$ cat config.mk
export PLATFORM = sky130hd
export DESIGN_NAME = toggle_cover_collector
export DESIGN_NICKNAME = d
export VERILOG_FILES = /design/src/rtl/toggle_cover_collector.sv
export SDC_FILE = /design/constraint.sdc
export NUM_CORES = 1
export LEC_CHECK = 0
export ABC_AREA = 1
export CAP_MARGIN = 40
export CORE_MARGIN = 10
export CORE_UTILIZATION = 51
export CTS_CLUSTER_SIZE = 8
export DETAILED_ROUTE_END_ITERATION = 6
export PLACE_DENSITY = 0.78
export SLEW_MARGIN = 40
export SYNTH_ARGS = -nofsm -noshare
export SYNTH_HDL_FRONTEND = slang
export SYNTH_SLANG_ARGS = --single-unit
$ cat constraint.sdc
create_clock -name clock -period 6.25 [get_ports clock]
set_clock_uncertainty 0.05 [all_clocks]
set_input_delay 0.9375 -clock clock [delete_from_list [all_inputs] [get_ports clock]]
set_output_delay 0.9375 -clock clock [all_outputs]
set_load 0.005 [all_outputs]
$ cat src/rtl/toggle_cover_collector.sv
// Sticky toggle-coverage collector with distinct-hit counter and word-serial bitmap dump.
// Optional `TOGGLE_COLLECT_FULL_IRQ_EN adds the sticky full_cover output.
module toggle_cover_collector #(
   parameter int WIDTH       = 25,
   parameter int COVER_INDEX = 0,
   parameter int DATA_W      = 8
) (
   input  logic                       clock,
   input  logic                       reset,
   input  logic [WIDTH-1:0]           valid,
   input  logic                       dump_req,
   input  logic                       clear_req,
   output logic                       out_valid,
   input  logic                       out_ready,
   output logic [DATA_W-1:0]          out_data,
   output logic [31:0]                out_base,
   output logic                       out_last,
   output logic                       busy,
   output logic [$clog2(WIDTH+1)-1:0] covered_count,
   output logic                       new_hit
`ifdef TOGGLE_COLLECT_FULL_IRQ_EN
   ,output logic                      full_cover
`endif
);

   localparam int NW   = (WIDTH + DATA_W - 1) / DATA_W;
   localparam int IW   = (NW > 1) ? $clog2(NW) : 1;
   localparam int CW   = $clog2(WIDTH + 1);
   localparam int PADW = NW * DATA_W;

   localparam logic [1:0] S_IDLE  = 2'd0;
   localparam logic [1:0] S_DUMP  = 2'd1;
   localparam logic [1:0] S_CLEAR = 2'd2;

   logic [1:0]       r_state;
   logic [WIDTH-1:0] r_bitmap;
   logic [WIDTH-1:0] r_snapshot;
   logic [CW-1:0]    r_count;
   logic             r_new_hit;
   logic [IW-1:0]    r_word_idx;

   logic [WIDTH-1:0] w_fresh;
   logic [CW-1:0]    w_fresh_cnt;
   logic [CW-1:0]    w_count_next;
   logic [PADW-1:0]  w_snap_pad;
   logic             w_dumping;
   logic             w_last;

   assign w_fresh      = valid & ~r_bitmap;
   assign w_count_next = r_count + w_fresh_cnt;
   // Upper bits of the last word beyond WIDTH are zero-filled by the widening cast.
   assign w_snap_pad   = PADW'(r_snapshot);
   assign w_dumping    = (r_state == S_DUMP);
   assign w_last       = (r_word_idx == IW'(NW - 1));

   always_comb begin
      w_fresh_cnt = '0;
      for (int unsigned i = 0; i < WIDTH; i++) begin
         w_fresh_cnt = w_fresh_cnt + CW'(w_fresh[i]);
      end
   end

   always_ff @(posedge clock or negedge reset) begin
      if (!reset) begin
         r_bitmap  <= '0;
         r_count   <= '0;
         r_new_hit <= 1'b0;
      end else if (r_state == S_CLEAR) begin
         r_bitmap  <= '0;
         r_count   <= '0;
         r_new_hit <= 1'b0;
      end else begin
         r_bitmap  <= r_bitmap | valid;
         r_count   <= w_count_next;
         r_new_hit <= |w_fresh;
      end
   end

   always_ff @(posedge clock or negedge reset) begin
      if (!reset) begin
         r_state    <= S_IDLE;
         r_snapshot <= '0;
         r_word_idx <= '0;
      end else begin
         case (r_state)
            S_IDLE: begin
               if (dump_req) begin
                  r_state    <= S_DUMP;
                  r_snapshot <= r_bitmap | valid;
                  r_word_idx <= '0;
               end else if (clear_req) begin
                  r_state <= S_CLEAR;
               end
            end
            S_DUMP: begin
               if (out_ready) begin
                  if (w_last) begin
                     r_word_idx <= '0;
                     r_state    <= S_IDLE;
                  end else begin
                     r_word_idx <= r_word_idx + IW'(1);
                  end
               end
            end
            S_CLEAR: r_state <= S_IDLE;
            default: r_state <= S_IDLE;
         endcase
      end
   end

`ifdef TOGGLE_COLLECT_FULL_IRQ_EN
   logic r_full;

   always_ff @(posedge clock or negedge reset) begin
      if (!reset) begin
         r_full <= 1'b0;
      end else if (r_state == S_CLEAR) begin
         r_full <= 1'b0;
      end else begin
         r_full <= r_full | (w_count_next == CW'(WIDTH));
      end
   end

   assign full_cover = r_full;
`endif

   assign out_valid     = w_dumping;
   assign out_last      = w_dumping & w_last;
   assign out_data      = w_dumping ? w_snap_pad[int'(r_word_idx)*DATA_W +: DATA_W] : '0;
   assign out_base      = w_dumping ? (32'(COVER_INDEX) + 32'(r_word_idx) * 32'(DATA_W)) : '0;
   assign busy          = (r_state != S_IDLE);
   assign covered_count = r_count;
   assign new_hit       = r_new_hit;

endmodule

==> impl_metrics.json, run 1 <==
{
  "path_common_cell": "fa_1",
  "max_clock_freq_mhz": 173,
  "dp.cells": 539,
  "tns_ns": 0,
  "cp-end-kind": "flip-flop",
  "cts.root.buffer_cell": "clkbuf_8",
  "worstPathArrival_ns": 5.95,
  "routed_wl_um": 7830,
  "die_height_um": 103,
  "fin_ws_ns": 0.476,
  "outcome": "complete, no violations",
  "share_of_cells_above_drive_strength_1_pct": 5.26,
  "cts_resized": 0,
  "hold_class": "reg -> reg",
  "cts_inserted_buffers": 9,
  "cellPowerDensity_mw_per_mm2": 391,
  "clock_sink_count": 60,
  "number_of_synthesized_register_bits": 60,
  "grtUsageTotal_pct": 15.6,
  "unrepaired_setup_endpoints_after_global_routing": "false",
  "core_area_mm2": 0.00676,
  "detail_route.wl_per_cell_um": 14.1,
  "timing.final.max_slew_violations": 0,
  "period_minus_slack_ns": 5.77,
  "grt_overflow": 0,
  "clkTransAtPathRegs_ns": 0.06,
  "cts.hold.buffers_added": 0,
  "drtPass1Iterations": 4,
  "timing.critical_path.max_delay_family": "adder cells",
  "drtAntennaViolNets": 0,
  "finalCoreUtilization_pct": 62.0,
  "grt_first_pass_wirelength_um": 12600,
  "synth_enable_flop_cells": 0,
  "worst_path_max_delay_cell": "fa_1",
  "final_nets": 533,
  "htree_levels": 3,
  "post-place-ws_ns": 0.135,
  "post_cts_setup_buffer_count": 0,
  "fp-row-count": 30,
  "hold_viol_final": 0,
  "path_max_fanout": 2,
  "postSynthCellCount": 419,
  "ctsLongestPathBuffers": 2,
  "drc_errors": 0,
  "insertion_delay_ns": 0.33,
  "floorplan.initialDensity_pct": 52.3,
  "synthFlopType": "dfrtp_1",
  "placement.io_buffers": 48,
  "cap_viol_max_count": 0,
  "grt_start_max_net_pins": 61,
  "die_area_mm2": 0.0107,
  "number_of_drc_markers_after_the_initial_detailed_route_iteration": 148,
  "post-route-period-util_pct": 92.4,
  "cts_tree": "yes",
  "worst_ep_required_time_ns": 6.43,
  "mostFrequentLayoutCell": "nand2_1",
  "dieWidth_um": 103,
  "final_cells": 555,
  "fillCellCount": 575,
  "layout_common_cells": "nand2_1 (78), nor2_1 (73), inv_1 (68)",
  "antennaDiodeCount": 0,
  "worst-setup-path-type": "in -> reg",
  "syn_area_mm2": 0.00353,
  "start_kind": "primary input",
  "seq_area_frac_synth_pct": 42.5,
  "synth.yosys.warnings": 0,
  "path_buf_inv": 4,
  "yosysUniqueCellTypes": 26,
  "detailedPlacementHpwl_um": 6060,
  "via_count_of_the_first_global_routing_pass": 2691,
  "synth_async_sr_flop_share_pct": 100,
  "avgViaCountPerCell": 4.79,
  "critical_path.cell_chain": "clkdlybuf4s50_1 > nand2_1 > fa_1 > inv_1 > fa_1 > inv_1 > fa_1 > fa_1 > fa_1 > fa_1 > inv_1 > ha_1 > fa_1 > nand2_1 > nand2_1 > a21oi_1 > nand3_1 > nand2_1 > nor2_1",
  "synthToLayoutAreaGrowth_pct": 18.7,
  "ir_drop_mv": 0.210,
  "max_stage_delay_ns": 0.55,
  "grt_antenna_before_repair": 0,
  "synthesized_area_per_cell_um2": 8.43,
  "final-setup-viol-count": 0,
  "route.vias.total": 2661,
  "static_leak_nw": 2.29,
  "gpl.final_weighted_congestion": 0.837,
  "io_pins": 79
}
cell type report:
cell class | count | area [um2] | share of cell area (%)
multi-input combinational | 280 | 1620 | 38.6
timing repair buffer | 51 | 510 | 12.2
tap | 80 | 100 | 2.39
clock inverter | 1 | 30.0 | 0.716
inverter | 69 | 259 | 6.18
sequential | 60 | 1500 | 35.8
clock buffer | 14 | 173 | 4.12
state kept, by name, indices dropped and copies added, names as in the netlist:
signal,count
r_snapshot,25
new_hit,1
covered_count,5
r_word_idx,2
r_bitmap,25
r_state,2
where the power goes:
part / internal, W / total, W / switching, W
Combinational: 0.000331 / 0.000677 / 0.000346
Sequential: 0.000514 / 0.000601 / 0.0000873
Clock: 0.000215 / 0.000362 / 0.000147
Total: 0.00106 / 0.00164 / 0.000580
layer usage:
metal / wire length [um] / GRT usage, %
met1: 3320 / 19.1
met2: 3770 / 25.2
met3: 631 / 5.91
met4: 103 / 4.06
met5: 0 / 0
worst register-to-register path: cells and delay by family (launching register included):
family / cells / cell delay [ns]
buffers and inverters: 4 / 0.20
and+or+nand+nor: 6 / 0.47
adders and majority gates: 8 / 3.71
AOI/OAI and AO/OA: 1 / 0.18
DFF: 1 / 0.38
cell families after synthesis:
group | after synthesis | share of synthesized area [%]
compound gates | 48 | 7.23
xor+xnor | 3 | 0.744
fa+ha+maj | 32 | 15.4
buf+inv | 108 | 15.0
flops | 60 | 42.5
mux | 3 | 0.850
other cells | 1 | 0.106
simple gates | 164 | 18.2
cells in the mapped netlist (all sizes together), types with 2 or more instances:
| library cell | n | share of area (%) |
|---|---|---|
| ha | 13 | 4.6 |
| o21ai | 38 | 5.6 |
| dfrtp | 60 | 43 |
| o32ai | 2 | 0.50 |
| buf | 37 | 7.4 |
| nand2 | 81 | 9.0 |
| fa | 19 | 11 |
| a21oi | 8 | 1.1 |
| inv | 69 | 7.3 |
| xnor2 | 2 | 0.50 |
| clkbuf | 2 | 0.25 |
| mux2i | 3 | 0.85 |
| nor2 | 75 | 8.0 |
| nand3 | 6 | 0.85 |
through the flow:
step           instance area, um2  hold slack, ns  total power [W]
2_1_floorplan                3640           0.398          0.00100
3_3_place_gp                 3960           0.414          0.00126
3_5_place_dp                 3960           0.419          0.00128
4_1_cts                      4170           0.434          0.00166
5_1_grt                      4190           0.470          0.00179
6_report                     4190           0.434          0.00164
path summary, 6_finish.rpt:
path / start / end / slack, ns / cells past startpoint
worst max-delay path: valid[10] / covered_count[4] / 0.48 / 19
worst min-delay path: r_snapshot[0] / r_snapshot[0] / 0.43 / 2
worst max register to register: r_bitmap[10] / covered_count[4] / 1.18 / 19
worst min register to register: r_snapshot[0] / r_snapshot[0] / 0.43 / 2
max in group asynchronous: reset / r_bitmap[9] / 5.17 / 3
min in group asynchronous: reset / covered_count[1] / 0.49 / 2
No activity file was read; power rests on OpenSTA's default activity.
==> run 2, diff against run 1 <==
--- a/config.mk
+++ b/config.mk
@@ -12,6 +12,7 @@
 export CTS_CLUSTER_SIZE = 8
 export DETAILED_ROUTE_END_ITERATION = 6
 export PLACE_DENSITY = 0.78
+export SETUP_SLACK_MARGIN = 0.3
 export SLEW_MARGIN = 40
 export SYNTH_ARGS = -nofsm -noshare
 export SYNTH_HDL_FRONTEND = slang
==> run 2 against run 1 <==
Compared with the run above: flip-flop and latch count is the same; design area grew 0.15%; via count shrank 0.83%; largest cell class unchanged; wire length rose by 0.78%; clock power barely moved; utilization grew 0.093 points; setup slack better by 0.044 ns; clock-buffer cell count did not move; combinational power about the same.
==> impl_metrics.json, run 2 (synthesized netlist as in run 1, its figures left out) <==
{
  "tns_ns": 0,
  "cp-end-kind": "flip-flop",
  "dp.cells": 539,
  "hold_path_depth": 2,
  "worst_ep_required_time_ns": 6.43,
  "die_height_um": 103,
  "synthToLayoutAreaGrowth_pct": 18.9,
  "grt_start_max_net_pins": 61,
  "period_minus_slack_ns": 5.73,
  "r2r_setup_slack_ns": 1.23,
  "cts.root.buffer_cell": "clkbuf_8",
  "grtUsageTotal_pct": 15.6,
  "hold_start": "r_snapshot[0]",
  "drtAntennaViolNets": 0,
  "core_area_mm2": 0.00676,
  "start_kind": "primary input",
  "timing.rr.start": "r_bitmap[10]",
  "floorplan.initialDensity_pct": 52.3,
  "drc_errors": 0,
  "final_cells": 555,
  "placement.io_buffers": 48,
  "final-setup-viol-count": 0,
  "avgViaCountPerCell": 4.75,
  "fillCellCount": 572,
  "final_nets": 533,
  "grt_overflow": 0,
  "static_leak_nw": 2.29,
  "worst_path_max_delay_cell": "fa_1",
  "hold_class": "reg -> reg",
  "number_of_drc_markers_after_the_initial_detailed_route_iteration": 137,
  "path_common_cell": "fa_1",
  "outcome": "complete, no violations",
  "worstPathArrival_ns": 5.91,
  "share_of_cells_above_drive_strength_1_pct": 5.68,
  "detailedPlacementHpwl_um": 6060,
  "timing.final.max_slew_violations": 0,
  "reg2reg_to": "covered_count[4]",
  "post-route-period-util_pct": 91.7,
  "ctsLongestPathBuffers": 2,
  "via_count_of_the_first_global_routing_pass": 2691,
  "dieWidth_um": 103,
  "max_clock_freq_mhz": 175,
  "detail_route.wl_per_cell_um": 14.2,
  "reg2regPathDepth": 19,
  "mostFrequentLayoutCell": "nand2_1",
  "drtPass1Iterations": 5,
  "gpl.final_weighted_congestion": 0.837,
  "route.vias.total": 2639,
  "grt_first_pass_wirelength_um": 12600,
  "max_stage_delay_ns": 0.57,
  "grt_antenna_before_repair": 0,
  "unrepaired_setup_endpoints_after_global_routing": "false",
  "layout_common_cells": "nand2_1 (77), nor2_1 (73), inv_1 (68)",
  "critical_path.cell_chain": "clkdlybuf4s50_1 > nand2_2 > fa_1 > inv_1 > fa_1 > inv_1 > fa_1 > fa_1 > fa_1 > fa_1 > inv_1 > ha_1 > fa_1 > nand2_1 > nand2_1 > a21oi_2 > nand3_1 > nand2_1 > nor2_1",
  "post_cts_setup_buffer_count": 0,
  "fp-row-count": 30,
  "cap_viol_max_count": 0,
  "insertion_delay_ns": 0.34,
  "hold_path_end": "r_snapshot[0]",
  "cellPowerDensity_mw_per_mm2": 391,
  "cts_inserted_buffers": 9,
  "die_area_mm2": 0.0107,
  "htree_levels": 3,
  "antennaDiodeCount": 0,
  "cts_tree": "yes",
  "path_max_fanout": 2,
  "hold_viol_final": 0,
  "worst_hold_slack_ns": 0.432,
  "finalCoreUtilization_pct": 62.1,
  "ir_drop_mv": 0.212,
  "io_pins": 79,
  "clock_sink_count": 60,
  "routed_wl_um": 7890,
  "clkTransAtPathRegs_ns": 0.06,
  "worst-setup-path-type": "in -> reg"
}
==> run 2: cell counts in the layout (fill, tap and decap cells not counted) <==
No cell type changed its count.
==> run 2: what timing repair did <==
item / CTS / global route
hold buffers: 0 / 0
endpoints found under the hold margin: 0 / 0
resized for setup: 0 / 2
endpoints found under the setup margin: 0 / 1
==> run 2: layout make-up <==
type	instances	area [um2]	area share [%]
multi-input combinational	280	1620	38.7
inverter	69	259	6.17
tap	80	100	2.38
clock buffer	14	173	4.11
sequential	60	1500	35.8
timing repair buffer	51	510	12.2
clock inverter	1	30.0	0.715
==> run 2: layer usage <==
layer | wire length [um] | share of wire [%] | track usage [%]
met1 | 3330 | 42 | 19.1
met5 | 0 | 0 | 0
met3 | 651 | 8.3 | 5.91
met2 | 3810 | 48 | 25.2
met4 | 98 | 1.2 | 4.06
==> run 2: power breakdown <==
part / internal (W) / total (W) / switching (W) / leakage [nW]
registers: 0.000514 / 0.000602 / 0.0000881 / 0.632
logic: 0.000331 / 0.000677 / 0.000346 / 1.55
clock network: 0.000215 / 0.000363 / 0.000147 / 0.103
total: 0.00106 / 0.00164 / 0.000582 / 2.29
==> run 2: worst max path at each step <==
| stage | from | end |
|---|---|---|
| after floorplan | valid[10] | covered_count[4] |
| after global placement | valid[10] | covered_count[4] |
| after detailed placement | valid[10] | covered_count[4] |
| after CTS | valid[10] | covered_count[4] |
| after global routing | valid[10] | covered_count[4] |
| final | valid[10] | covered_count[4] |
==> run 2: critical path, delay by kind of cell <==
kind,cells,cell delay [ns]
adders and majority gates,8,3.68
buffers and inverters,4,0.67
and+or+nand+nor,6,0.48
AOI/OAI and AO/OA,1,0.16
==> run 2: per-stage QoR <==
| stage | setup WS [ns] | power [W] | instance area, um2 |
|---|---|---|---|
| after detailed placement | 0.135 | 0.00128 | 3960 |
| after global routing | 0.312 | 0.00179 | 4200 |
| after floorplan | 0.883 | 0.00100 | 3640 |
| after CTS | 0.474 | 0.00166 | 4170 |
| final | 0.520 | 0.00164 | 4200 |
| after global placement | 0.230 | 0.00126 | 3960 |
==> run 3, diff against run 2 <==
--- a/config.mk
+++ b/config.mk
@@ -7,7 +7,6 @@
 export LEC_CHECK = 0
 export ABC_AREA = 1
 export CAP_MARGIN = 40
-export CORE_MARGIN = 10
 export CORE_UTILIZATION = 51
 export CTS_CLUSTER_SIZE = 8
 export DETAILED_ROUTE_END_ITERATION = 6
==> run 3 against run 2 <==
Compared with the run above: utilization rose by 1.6 points; via count rose by 1.5%; sequential share of layout area rose by 0.31 points; total power fell by 1.8%; setup slack got worse by 0.0089 ns; combinational power fell by 1%; worst hold slack improved by 0.0025 ns; critical path depth did not move; first-iteration DRC count rose by 36%; non-clock buffer count fell by 1; maximum frequency fell by 0.15%; design area fell by 0.86%; largest cell class unchanged; largest power group unchanged; highest routed layer unchanged.
==> impl_metrics.json, run 3 (synthesized netlist as in run 1, its figures left out) <==
{
  "outcome": "complete, no violations",
  "htree_levels": 3,
  "detail_route.wl_per_cell_um": 12.9,
  "mostFrequentLayoutCell": "nand2_1",
  "worst_hold_slack_ns": 0.435,
  "ff_latch_area_mm2": 0.00150,
  "route.vias.total": 2678,
  "cap_viol_max_count": 0,
  "avgViaCountPerCell": 4.87,
  "grt_start_max_net_pins": 61,
  "relSlewSlack_pct": 63.7,
  "drtAntennaViolNets": 0,
  "cts_tree": "yes",
  "final_nets": 532,
  "routed_wl_um": 7120,
  "number_of_drc_markers_after_the_initial_detailed_route_iteration": 187,
  "tns_ns": 0,
  "antennaDiodeCount": 0,
  "grt_util_met1_pct": 29.0,
  "die_height_um": 85.2,
  "cp-end-kind": "flip-flop",
  "grt_first_pass_wirelength_um": 11800,
  "cts_inserted_buffers": 9,
  "floorplan.initialDensity_pct": 54.1,
  "cellPowerDensity_mw_per_mm2": 388,
  "share_of_cells_above_drive_strength_1_pct": 5.29,
  "postLayoutCellArea_mm2": 0.00416,
  "cts_resized": 0,
  "die_area_mm2": 0.00726,
  "fp-row-count": 29,
  "gpl.final_weighted_congestion": 0.870,
  "post_cts_setup_buffer_count": 0,
  "post-place-ws_ns": 0.114,
  "via_count_of_the_first_global_routing_pass": 2548,
  "core_area_mm2": 0.00653,
  "detailedPlacementHpwl_um": 5410,
  "worst-setup-path-type": "in -> reg",
  "clkTransAtPathRegs_ns": 0.07,
  "max_slew.worst_pin.slew_ns": 0.545,
  "global_route_layer_with_the_greatest_usage": "met2",
  "multi_input_area_mm2": 0.00162,
  "path_max_fanout": 2,
  "period_minus_slack_ns": 5.74,
  "dieWidth_um": 85.2,
  "cts.hold.buffers_added": 0,
  "unrepaired_setup_endpoints_after_global_routing": "false",
  "static_leak_nw": 2.27,
  "final-setup-viol-count": 0,
  "ir_drop_mv": 0.213,
  "max_clock_freq_mhz": 174,
  "grtUsageMet2_pct": 33.8,
  "hold_viol_final": 0,
  "postPlaceCellArea_mm2": 0.00396,
  "hold_class": "reg -> reg",
  "start_kind": "primary input",
  "timing.final.max_slew_violations": 0,
  "placement.io_buffers": 48,
  "grt_antenna_before_repair": 0,
  "drtPass1Iterations": 4,
  "global_route.usage.met3_pct": 6.71,
  "cts.root.buffer_cell": "clkbuf_8",
  "grt_overflow": 0,
  "io_pins": 79,
  "grtUsageTotal_pct": 21.5,
  "ctsLongestPathBuffers": 2,
  "synthToLayoutAreaGrowth_pct": 17.9,
  "insertion_delay_ns": 0.34,
  "worst_ep_required_time_ns": 6.43,
  "post-route-period-util_pct": 91.8,
  "worstPathArrival_ns": 5.92,
  "clock_sink_count": 60,
  "drc_errors": 0,
  "layout_common_cells": "nand2_1 (77), nor2_1 (73), inv_1 (68)",
  "fillCellCount": 543,
  "fin_ws_ns": 0.511
}
## run 3: cell count changes in the layout (fill, tap and decap cells not counted), sizes merged
| cell | delta |
|---|---|
| clkinv | +1 |
| buf | -1 |
| clkbuf | -2 |
## run 3: stage by stage
stage	cells	power (W)	util [%]
finish	550	0.00161	63.7
global route	550	0.00174	63.7
CTS	550	0.00163	63.5
detailed placement	536	0.00127	60.6
global placement	536	0.00125	60.6
floorplan	448	0.00100	-
## run 3: cell type report
class	instances	share of cell area [%]
clock inverters	2	0.842
multi-input cells	280	38.9
flip-flops and latches	60	36.1
inverters	69	6.22
well taps	77	2.32
clock buffers	12	3.73
repair buffers	50	11.9
## run 3: per-layer routing
layer  vias to the layer above  part of all wire (%)
met1                      1254                    44
met5                         -                     0
met2                       105                    47
li1                       1307                     -
met4                         0                   1.7
met3                        12                   7.1
## run 3: worst paths after layout
path,from,to,slack (ns),depth (start not counted)
max in group asynchronous,reset,r_snapshot[17],5.15,2
worst max-delay path,valid[10],covered_count[4],0.51,19
worst min-delay path,r_snapshot[20],r_snapshot[20],0.43,2
worst min register to register,r_snapshot[20],r_snapshot[20],0.43,2
worst max register to register,r_bitmap[10],covered_count[4],1.19,19
min in group asynchronous,reset,covered_count[3],0.61,2
## run 3: power by group
part | internal (W) | leakage [nW] | total [W] | switching [W]
Clock | 0.000201 | 0.0983 | 0.000343 | 0.000142
Sequential | 0.000514 | 0.632 | 0.000601 | 0.0000867
Combinational | 0.000327 | 1.54 | 0.000670 | 0.000342
## run 3: worst max-delay path: stages
cell and delay [ns]:
clkdlybuf4s50_1 0.50, nand2_2 0.10, fa_1 0.54, inv_1 0.05, fa_1 0.49, inv_1 0.05, fa_1 0.46, fa_1 0.52
fa_1 0.52, fa_1 0.54, inv_1 0.05, ha_1 0.22, fa_1 0.39, nand2_1 0.11, nand2_1 0.06, a21oi_1 0.17
nand3_1 0.10, nand2_1 0.07, nor2_1 0.04
